<file path="src/rtl/wb_writeback_unit_pkg.sv">
// wb_pkg: shared widths, load funct3 encodings and FSM states for the writeback unit.
package wb_pkg;
   localparam int XLEN   = 64;
   localparam int REG_AW = 5;
   localparam logic [2:0] F3_LB   = 3'b000;
   localparam logic [2:0] F3_LH   = 3'b001;
   localparam logic [2:0] F3_LW   = 3'b010;
   localparam logic [2:0] F3_LD   = 3'b011;
   localparam logic [2:0] F3_LBU  = 3'b100;
   localparam logic [2:0] F3_LHU  = 3'b101;
   localparam logic [2:0] F3_LWU  = 3'b110;
   localparam logic [2:0] F3_RSVD = 3'b111;
   typedef enum logic {IDLE, WAIT_MEM} state_t;
endpackage

</file>
<file path="src/rtl/wb_writeback_unit_if.sv">
// wb_writeback_unit_if: MEM-stage input, load response and register-file write bundle.
// With WB_FWD_EN defined it also carries the combinational forwarding outputs.
interface wb_writeback_unit_if;
   import wb_pkg::*;
   logic              in_valid;
   logic              in_ready;
   logic [REG_AW-1:0] in_rd;
   logic              in_reg_write;
   logic              in_mem_to_reg;
   logic [2:0]        in_funct3;
   logic [XLEN-1:0]   in_alu_result;
   logic              mem_rsp_valid;
   logic [XLEN-1:0]   mem_rsp_data;
   logic              wb_reg_write;
   logic [REG_AW-1:0] wb_rd;
   logic [XLEN-1:0]   wb_data;
   logic              stall;
   logic              err;
`ifdef WB_FWD_EN
   logic              fwd_valid;
   logic [REG_AW-1:0] fwd_rd;
   logic [XLEN-1:0]   fwd_data;
`endif
   modport slave (
      input  in_valid, in_rd, in_reg_write, in_mem_to_reg, in_funct3, in_alu_result,
      input  mem_rsp_valid, mem_rsp_data,
`ifdef WB_FWD_EN
      output fwd_valid, fwd_rd, fwd_data,
`endif
      output in_ready, wb_reg_write, wb_rd, wb_data, stall, err
   );
   modport master (
      output in_valid, in_rd, in_reg_write, in_mem_to_reg, in_funct3, in_alu_result,
      output mem_rsp_valid, mem_rsp_data,
`ifdef WB_FWD_EN
      input  fwd_valid, fwd_rd, fwd_data,
`endif
      input  in_ready, wb_reg_write, wb_rd, wb_data, stall, err
   );
endinterface

</file>
<file path="src/rtl/wb_writeback_unit_load_extract.sv">
// wb_load_extract: selects and sign/zero-extends the addressed field of a load doubleword.
module wb_load_extract
   import wb_pkg::*;
(
   input  logic [XLEN-1:0] i_data,
   input  logic [2:0]      i_funct3,
   input  logic [2:0]      i_off,
   output logic [XLEN-1:0] o_value,
   output logic            o_illegal
);
   logic [7:0]  w_b;
   logic [15:0] w_h;
   logic [31:0] w_w;
   // offset bits below the access size are ignored, so misaligned addresses round down
   assign w_b = i_data[{i_off, 3'b000} +: 8];
   assign w_h = i_data[{i_off[2:1], 4'b0000} +: 16];
   assign w_w = i_data[{i_off[2], 5'b00000} +: 32];
   always_comb begin
      o_illegal = 1'b0;
      case (i_funct3)
         F3_LB:   o_value = {{(XLEN-8){w_b[7]}}, w_b};
         F3_LH:   o_value = {{(XLEN-16){w_h[15]}}, w_h};
         F3_LW:   o_value = {{(XLEN-32){w_w[31]}}, w_w};
         F3_LD:   o_value = i_data;
         F3_LBU:  o_value = {{(XLEN-8){1'b0}}, w_b};
         F3_LHU:  o_value = {{(XLEN-16){1'b0}}, w_h};
         F3_LWU:  o_value = {{(XLEN-32){1'b0}}, w_w};
         default: begin
            o_value   = '0;
            o_illegal = 1'b1;
         end
      endcase
   end
endmodule

</file>
<file path="src/rtl/wb_writeback_unit.sv">
// wb_writeback_unit: MEM/WB register and writeback stage with bounded load-response wait.
// Define WB_FWD_EN to expose next-edge writeback values (fwd_*) for EX bypass.
module wb_writeback_unit
   import wb_pkg::*;
#(
   parameter int MEM_TIMEOUT = 16
) (
   input logic                clk,
   input logic                rst_n,
   wb_writeback_unit_if.slave bus
);
   localparam int CW = $clog2(MEM_TIMEOUT + 1);
   state_t            r_state, w_state_nxt;
   logic [REG_AW-1:0] r_rd, r_wb_rd, w_rd, w_wb_rd_nxt;
   logic [2:0]        r_f3, r_off, w_f3, w_off;
   logic [CW-1:0]     r_cnt;
   logic [XLEN-1:0]   r_wb_data, w_ext, w_wb_data_nxt;
   logic              r_we, r_wb_we, r_err;
   logic              w_idle, w_we, w_load, w_ill, w_retire, w_park, w_timeout, w_bad, w_wr;
   assign w_idle = r_state == IDLE;
   // in WAIT_MEM every field comes from the hold registers captured at acceptance
   assign w_rd   = w_idle ? bus.in_rd : r_rd;
   assign w_we   = w_idle ? bus.in_reg_write : r_we;
   assign w_f3   = w_idle ? bus.in_funct3 : r_f3;
   assign w_off  = w_idle ? bus.in_alu_result[2:0] : r_off;
   assign w_load = w_idle ? bus.in_mem_to_reg : 1'b1;
   wb_load_extract u_extract (
      .i_data    (bus.mem_rsp_data),
      .i_funct3  (w_f3),
      .i_off     (w_off),
      .o_value   (w_ext),
      .o_illegal (w_ill)
   );
   assign w_retire  = w_idle ? bus.in_valid & (!bus.in_mem_to_reg | bus.mem_rsp_valid) : bus.mem_rsp_valid;
   assign w_park    = w_idle & bus.in_valid & bus.in_mem_to_reg & !bus.mem_rsp_valid;
   assign w_timeout = !w_idle & !bus.mem_rsp_valid & (r_cnt == CW'(MEM_TIMEOUT - 1));
   assign w_bad     = w_retire & w_load & w_ill;
   assign w_wr      = w_retire & w_we & (w_rd != '0) & !w_bad;
   assign w_wb_rd_nxt   = w_retire ? w_rd : r_wb_rd;
   assign w_wb_data_nxt = !w_retire ? r_wb_data : w_load ? w_ext : bus.in_alu_result;
   always_ff @(posedge clk or negedge rst_n)
      if (!rst_n) r_state <= IDLE;
      else r_state <= w_state_nxt;
   always_comb begin
      w_state_nxt = r_state;
      if (w_park) w_state_nxt = WAIT_MEM;
      else if (!w_idle && (bus.mem_rsp_valid || w_timeout)) w_state_nxt = IDLE;
   end
   always_ff @(posedge clk or negedge rst_n)
      if (!rst_n) begin
         r_rd      <= '0;
         r_we      <= 1'b0;
         r_f3      <= '0;
         r_off     <= '0;
         r_cnt     <= '0;
         r_wb_we   <= 1'b0;
         r_wb_rd   <= '0;
         r_wb_data <= '0;
         r_err     <= 1'b0;
      end else begin
         if (w_park) begin
            r_rd  <= bus.in_rd;
            r_we  <= bus.in_reg_write;
            r_f3  <= bus.in_funct3;
            r_off <= bus.in_alu_result[2:0];
            r_cnt <= '0;
         end else if (!w_idle) r_cnt <= r_cnt + 1'b1;
         r_wb_we   <= w_wr;
         r_wb_rd   <= w_wb_rd_nxt;
         r_wb_data <= w_wb_data_nxt;
         r_err     <= r_err | w_bad | w_timeout;
      end
   assign bus.in_ready     = w_idle;
   assign bus.stall        = !w_idle;
   assign bus.wb_reg_write = r_wb_we;
   assign bus.wb_rd        = r_wb_rd;
   assign bus.wb_data      = r_wb_data;
   assign bus.err          = r_err;
`ifdef WB_FWD_EN
   assign bus.fwd_valid = w_wr;
   assign bus.fwd_rd    = w_wb_rd_nxt;
   assign bus.fwd_data  = w_wb_data_nxt;
`endif
endmodule
</file>
<file path="src/flat_wrapper.sv">
// flat-port wrapper written by rule: the top's interface ports become plain ports
module wb_writeback_unit_flat import wb_pkg::*;
#(
   parameter int MEM_TIMEOUT = 16
)
  (clk, rst_n, bus_in_valid, bus_in_rd, bus_in_reg_write, bus_in_mem_to_reg, bus_in_funct3, bus_in_alu_result, bus_mem_rsp_valid, bus_mem_rsp_data, bus_in_ready, bus_wb_reg_write, bus_wb_rd, bus_wb_data, bus_stall, bus_err);
  wb_writeback_unit_if bus_i ();
  input logic clk;
  input logic rst_n;
  input wire logic [$bits(bus_i.in_valid)-1:0] bus_in_valid;
  input wire logic [$bits(bus_i.in_rd)-1:0] bus_in_rd;
  input wire logic [$bits(bus_i.in_reg_write)-1:0] bus_in_reg_write;
  input wire logic [$bits(bus_i.in_mem_to_reg)-1:0] bus_in_mem_to_reg;
  input wire logic [$bits(bus_i.in_funct3)-1:0] bus_in_funct3;
  input wire logic [$bits(bus_i.in_alu_result)-1:0] bus_in_alu_result;
  input wire logic [$bits(bus_i.mem_rsp_valid)-1:0] bus_mem_rsp_valid;
  input wire logic [$bits(bus_i.mem_rsp_data)-1:0] bus_mem_rsp_data;
  output wire logic [$bits(bus_i.in_ready)-1:0] bus_in_ready;
  output wire logic [$bits(bus_i.wb_reg_write)-1:0] bus_wb_reg_write;
  output wire logic [$bits(bus_i.wb_rd)-1:0] bus_wb_rd;
  output wire logic [$bits(bus_i.wb_data)-1:0] bus_wb_data;
  output wire logic [$bits(bus_i.stall)-1:0] bus_stall;
  output wire logic [$bits(bus_i.err)-1:0] bus_err;
  assign bus_i.in_valid = bus_in_valid;
  assign bus_i.in_rd = bus_in_rd;
  assign bus_i.in_reg_write = bus_in_reg_write;
  assign bus_i.in_mem_to_reg = bus_in_mem_to_reg;
  assign bus_i.in_funct3 = bus_in_funct3;
  assign bus_i.in_alu_result = bus_in_alu_result;
  assign bus_i.mem_rsp_valid = bus_mem_rsp_valid;
  assign bus_i.mem_rsp_data = bus_mem_rsp_data;
  assign bus_in_ready = bus_i.in_ready;
  assign bus_wb_reg_write = bus_i.wb_reg_write;
  assign bus_wb_rd = bus_i.wb_rd;
  assign bus_wb_data = bus_i.wb_data;
  assign bus_stall = bus_i.stall;
  assign bus_err = bus_i.err;
  wb_writeback_unit #(.MEM_TIMEOUT(MEM_TIMEOUT)) u_core (.clk(clk), .rst_n(rst_n), .bus(bus_i));
endmodule
</file>
<file path="config.mk">
export PLATFORM = sky130hd
export DESIGN_NAME = wb_writeback_unit_flat
export DESIGN_NICKNAME = d
export VERILOG_FILES = /design/src/rtl/wb_writeback_unit_pkg.sv /design/src/rtl/wb_writeback_unit_if.sv /design/src/rtl/wb_writeback_unit_load_extract.sv /design/src/rtl/wb_writeback_unit.sv /design/src/flat_wrapper.sv
export SDC_FILE = /design/constraint.sdc
export NUM_CORES = 1
export LEC_CHECK = 0
export ABC_AREA = 1
export BUFFER_PORTS_ARGS = -buffer_cell sky130_fd_sc_hd__buf_2
export CAP_MARGIN = 20
export CORE_UTILIZATION = 25
export DETAILED_ROUTE_END_ITERATION = 10
export PLACE_DENSITY = 0.53
export SLEW_MARGIN = 20
export SYNTH_ARGS = -nofsm -noshare
export SYNTH_HDL_FRONTEND = slang
export SYNTH_HIERARCHICAL = 1
export SYNTH_SLANG_ARGS = --single-unit
export TNS_END_PERCENT = 20
</file>
<file path="constraint.sdc">
create_clock -name clk -period 2.5 [get_ports clk]
set_clock_uncertainty 0.1 [all_clocks]
set_input_delay 0.125 -clock clk [delete_from_list [all_inputs] [get_ports clk]]
set_output_delay 0.125 -clock clk [all_outputs]
set_load 0.01 [all_outputs]
</file>
# Word-level counts from Yosys, hierarchy flattened
# Index checks and enable logic that the tools add are counted.
[totals] reg_bits=89 inputBits=142 output_inout_bits=73 wordCells=59
[op_classes] n_addsub=1 eq_ne=7 shift=3 n_mux=13 n_bitwise=15 reduce_logical=10
[op_table] op="64-bit one-hot mux with 7 select lines" n=1
[op_table] op="64-bit two-way mux" n=1
[op_table] op="64-bit by 7-bit indexed part select with 16-bit output" n=1
[op_table] op="64-bit by 7-bit indexed part select with 32-bit output" n=1
[op_table] op="64-bit by 7-bit indexed part select with 8-bit output" n=1
[op_table] op="5-bit two-way mux" n=3
[op_table] op="1-bit bitwise AND" n=11
[op_table] op="3-bit equality test (second input constant)" n=3
[op_table] op="7-bit OR reduction" n=1
[op_table] op="3-bit by 2-bit equality test with 1-bit output (second input constant)" n=2
[op_table] op="1-bit two-way mux" n=6
[op_table] op="3-bit two-way mux" n=2
[op_table] op="5-bit by 1-bit adder with 5-bit output (second input constant)" n=1
[op_table] op="5-bit by 4-bit equality test with 1-bit output (second input constant)" n=1
[op_table] op="5-bit nonzero test" n=1
[op_table] op="2-bit nonzero test" n=2
[op_table] op="3-bit by 1-bit equality test with 1-bit output (second input constant)" n=1
[op_table] op="1-bit zero test" n=3
[op_table] op="3-bit zero test" n=1
[op_table] op="1-bit OR" n=3
[op_table] op="1-bit logical AND" n=1
[op_table] op="1-bit logical OR" n=1
[op_table] op="1-bit inverter" n=1

# Logic depth before layout (Yosys ltp)
[depth] word_depth=8 ltp_mapped=19

# Cells and area by module
# Netlist, hierarchy kept.
[by_module_without_submodules] module="wb_writeback_unit" n_inst=1 cells_per_inst=629 area_each_um2=4478.0
[by_module_without_submodules] module="wb_load_extract" n_inst=1 cells_per_inst=457 area_each_um2=2337.2

# Worst setup path after synthesis
# OpenSTA, ideal clock, no wires.
[synth_timing] kind="register -> register" start="register u_core.r_state (netlist: u_core/bus.stall)" end="register u_core.r_wb_data[19] (netlist: u_core/bus.wb_data[19])" arrival_ns=2.430 required_ns=2.283 path_slack_ns=-0.147 stages_incl_launch_ff=19 path_buffers=6 path_cell_list="dfrtp_1 -> buf_6 -> buf_2 -> buf_2 -> o21ai_0 -> inv_2 -> buf_6 -> nand2_2 -> nand3_2 -> nand3_2 -> nand2_2 -> nand2_4 -> buf_12 -> buf_8 -> nand3_2 -> nand2_1 -> nand2_1 -> nand2_1 -> nand2_1"
[synth_via] elab_chain_cells=4
[synth_lines] element="from (decl)" line_no="wb_writeback_unit.sv:13" source="state_t r_state, w_state_nxt;"
[synth_lines] element="from (signal assigned)" line_no="wb_writeback_unit.sv:43" source="else r_state <= w_state_nxt;"
[synth_lines] element="3-bit two-way mux (*)" line_no="wb_writeback_unit.sv:25" source="assign w_off = w_idle ? bus.in_alu_result[2:0] : r_off;"
[synth_lines] element="named net u_core.w_off[1]" line_no="wb_writeback_unit.sv:15" source="logic [2:0] r_f3, r_off, w_f3, w_off;"
[synth_lines] element="64-bit by 7-bit indexed part select with 16-bit output or 64-bit by 7-bit indexed part select with 8-bit output (tied branches)" line_no="wb_writeback_unit_load_extract.sv:16, wb_writeback_unit_load_extract.sv:15"
[synth_lines] element="64-bit one-hot mux with 7 select lines (*)" line_no="wb_writeback_unit_load_extract.sv:20" source="case (i_funct3)"
[synth_lines] element="named net u_core.w_ext[19]" line_no="wb_writeback_unit.sv:17" source="logic [XLEN-1:0] r_wb_data, w_ext, w_wb_data_nxt;"
[synth_lines] element="64-bit two-way mux (*)" line_no="wb_writeback_unit.sv:40" source="assign w_wb_data_nxt = !w_retire ? r_wb_data : w_load ? w_ext : bus.in_alu_result;"
[synth_lines] element="to (signal assigned)" line_no="wb_writeback_unit.sv:70" source="r_wb_data <= w_wb_data_nxt;"
[synth_lines] element="to (decl)" line_no="wb_writeback_unit.sv:17"
# The timed path passes the listed nets; every way through them passes the cells marked *.
# A chain may end at the register's enable or synchronous reset.

# Final worst setup path
[layout_timing] start="register u_core.r_state (netlist: u_core/bus.stall)" end="register u_core.r_wb_data[39] (netlist: u_core/bus.wb_data[39])"
# The elaborated chain is that of the path after synthesis.

==> results_dict.tcl <==
set metrics [dict create \
    insertion_delay_ps 350 \
    critPathLaunchType "flop" \
    crit_slowest_cell "dfrtp_2" \
    rsz0062_at_grt "false" \
    slowest_delay_ps 490 \
    num_vias 7740 \
    gr-usage-all-layers 0.196 \
    area_growth_pct 34.9 \
    place.port_buffers 214 \
    holdPathStages 3 \
    final_hold_viol_count 0 \
    dp_cells 1606 \
    synth-xor-area-share 0 \
    place_hpwl_um 20300 \
    critPathMostFrequentCell "nand2_1" \
    grt.overflow.total 0 \
    netlist_area_um2 6820 \
    cts_buffers 9 \
    powerDensity_nw_per_um2 616 \
    crit_type "reg2reg" \
    gp_congestion 0.894 \
    synthMuxAreaShare 0 \
    clkTransAtPathRegs_ps 60 \
    wl_per_cell_um 16.2 \
    synth_fa_ha_area_frac 0.00367 \
    clockBufferDepth 2 \
    grt_pass1_vias 7587 \
    setup_tns_ps 0 \
    reg2regPathDepth 13 \
    yosysSeqAreaShare 0.327 \
    post_cts_buffers 0 \
    tightest_slew_ps 830 \
    drtAntennaViolNets 0 \
    startpoint "u_core/bus.stall" \
    final_common_cell "nand2_1" \
    vias_per_cell 4.57 \
    syn_inst 1086 \
    tritoncts "done" \
    grt_max_degree 64 \
    layout_common_cells "590 x nand2_1, 213 x buf_2, 88 x dfrtp_1, 69 x inv_1, 66 x dlygate4sd3_1" \
    start_util 0.254 \
    ys_ff_latch 89 \
    r2r_end "u_core/bus.wb_data[39]" \
    dieArea_um2 27900 \
    utilization 0.342 \
    die_w_um 167 \
    clock-sinks 89 \
    outcome "completed" \
    critPathArrivalTime_ps 2420 \
    r2r_start "u_core/bus.stall" \
    fin_crit_sh 0.912 \
    h-tree-depth 3 \
    layout-drive-gt1-share 0.246 \
    hold_class "in2reg" \
    root_buffer "clkbuf_16" \
    maxSlewViolCount 0 \
    drt_iter0_drc 654 \
    setup_viol 0 \
    rows 60 \
    cp-end-kind "flop" \
    ys_types 34 \
    io_pins 215 \
    reg2reg_slack_ps 220 \
    routed.top_layer "met5" \
    grt_pass1_wl_um 42400 \
    min_period_ps 2280 \
    syn_area_per_cell_um2 6.28 \
    wl_um 27400 \
    nets 1486 \
    critical_path.endpoint "u_core/bus.wb_data[39]" \
    drv_cap 0 \
    crit_required_ps 2640 \
    drc 0 \
    instances_no_fill 1692 \
    wl_met1_um 12400 \
    p_leak_nw 5.36 \
    yosys.area_share.simple 0.457 \
    slew_headroom 0.447 \
    wl_met2_um 12400 \
    antenna_found_initial 8 \
    irDropWorstVdd_v 0.000298 \
    synth_compound_area_frac 0.0977 \
    synth_warnings 6 \
    design.core.area_um2 26900 \
    synth_top_family_by_area "simple AND/OR/NAND/NOR gates" \
    max_clock_freq_ghz 0.439 \
    cp_cell_sequence "o21ai_2 -> inv_2 -> nand2_1 -> nand2_1 -> nand2_1 -> nand2_2 -> a21oi_4 -> buf_4 -> nand3_2 -> nand2_1 -> nand2_1 -> nand2_1 -> nand2_1" \
    hold_path_startpoint "bus_in_alu_result[1]" \
    synth_fp_nets 1230 \
    worstPathMaxFanout 13 \
    first_pass_iters 5 \
    met3_length_um 1890 \
    die_y_um 167 \
]
-- metal layers --
layer | track usage | vias to the layer above
li1 | - | 3880
met1 | 0.253 | 3517
met2 | 0.317 | 300
met3 | 0.0482 | 37
met4 | 0.0672 | 6
met5 | 0 | -
-- registers in the layout, indices dropped and copies added, names as in the netlist --
register and flops:
u_core/bus.wb_data 64, u_core/bus.wb_rd 5, u_core/r_cnt 5, u_core/r_rd 5
u_core/r_f3 3, u_core/r_off 3, u_core/bus.err 1, u_core/bus.stall 1
u_core/bus.wb_reg_write 1, u_core/r_we 1
-- synthesized netlist by cell type --
master    instances  area, um2
ha_1              2       25.0
o21ai_1           8       40.0
a21oi_4           1       16.3
nor3_1            1       5.00
a22oi_1           4       30.0
nor2_1           45        169
nand2_1         590       2210
nand3_2          40        400
nand2_2           5       31.3
clkbuf_1          9       33.8
buf_4            11       82.6
o211ai_1          8       60.1
and2_0            1       6.26
a21boi_1          1       7.51
buf_8             1       15.0
o21ai_2           6       52.6
o22ai_1           4       25.0
nor2_2            3       18.8
o21ai_0          65        325
a21oi_1          17       85.1
inv_1            69        259
nand3_1          47        235
a31o_2            1       8.76
buf_6            12        135
nand2_4           1       11.3
and2_1            1       6.26
dfrtp_1          89       2230
buf_12            4       80.1
a21boi_0          1       7.51
inv_2             7       26.3
buf_2            28        140
buf_1             2       7.51
o31ai_1           1       7.51
nor2_8            1       20.0
-- repair_timing --
item | in CTS | in global routing
resized for setup | 0 | 3
endpoints found under the setup margin | 0 | 44
hold buffers | 66 | 0
endpoints found under the hold margin | 121 | 0
-- how the worst min path moves through the flow --
stage                                   to  slack [ps]
floorplan                   u_core/bus.err        -270
global placement    u_core/bus.wb_data[37]         180
detailed placement  u_core/bus.wb_data[37]         180
CTS                 u_core/bus.wb_data[14]           2
global route        u_core/bus.wb_data[16]          20
finish                     u_core/r_off[1]          10
-- area by class of cell --
type | instances | area, um2
sequential | 89 | 2230
clock buffer | 9 | 225
inverter | 76 | 285
fill | 3020 | 17700
clock inverter | 6 | 68.8
timing repair buffer | 312 | 2100
multi-input combinational | 854 | 3850
antenna | 5 | 12.5
tap | 341 | 427
-- worst max-delay path, delay by kind of cell, from the launching register on --
family / cells / cell delay [ps]
simple gates: 9 / 720
flops: 1 / 490
compound gates: 2 / 460
buf+inv: 2 / 400
-- logic make-up after synthesis --
group	count (synthesis)
flops	89
fa+ha+maj	2
compound gates	117
buf+inv	143
simple gates	735
-- power breakdown --
group | total (W) | switching [W] | internal (W)
Sequential | 0.00196 | 0.000191 | 0.00177
Combinational | 0.00229 | 0.00139 | 0.000901
Clock | 0.00141 | 0.000638 | 0.000776
-- metrics by stage --
step	power (W)	area [um2]	worst slack [ps]	hold WS (ps)
3_5_place_dp	0.00419	8220	168	185
5_1_grt	0.00608	9190	13.1	16.6
3_3_place_gp	0.00418	8220	190	178
2_1_floorplan	0.00334	6820	23.7	-271
6_report	0.00567	9200	220	14.3
4_1_cts	0.00572	9180	152	1.84
No activity file was read; power rests on OpenSTA's default activity.
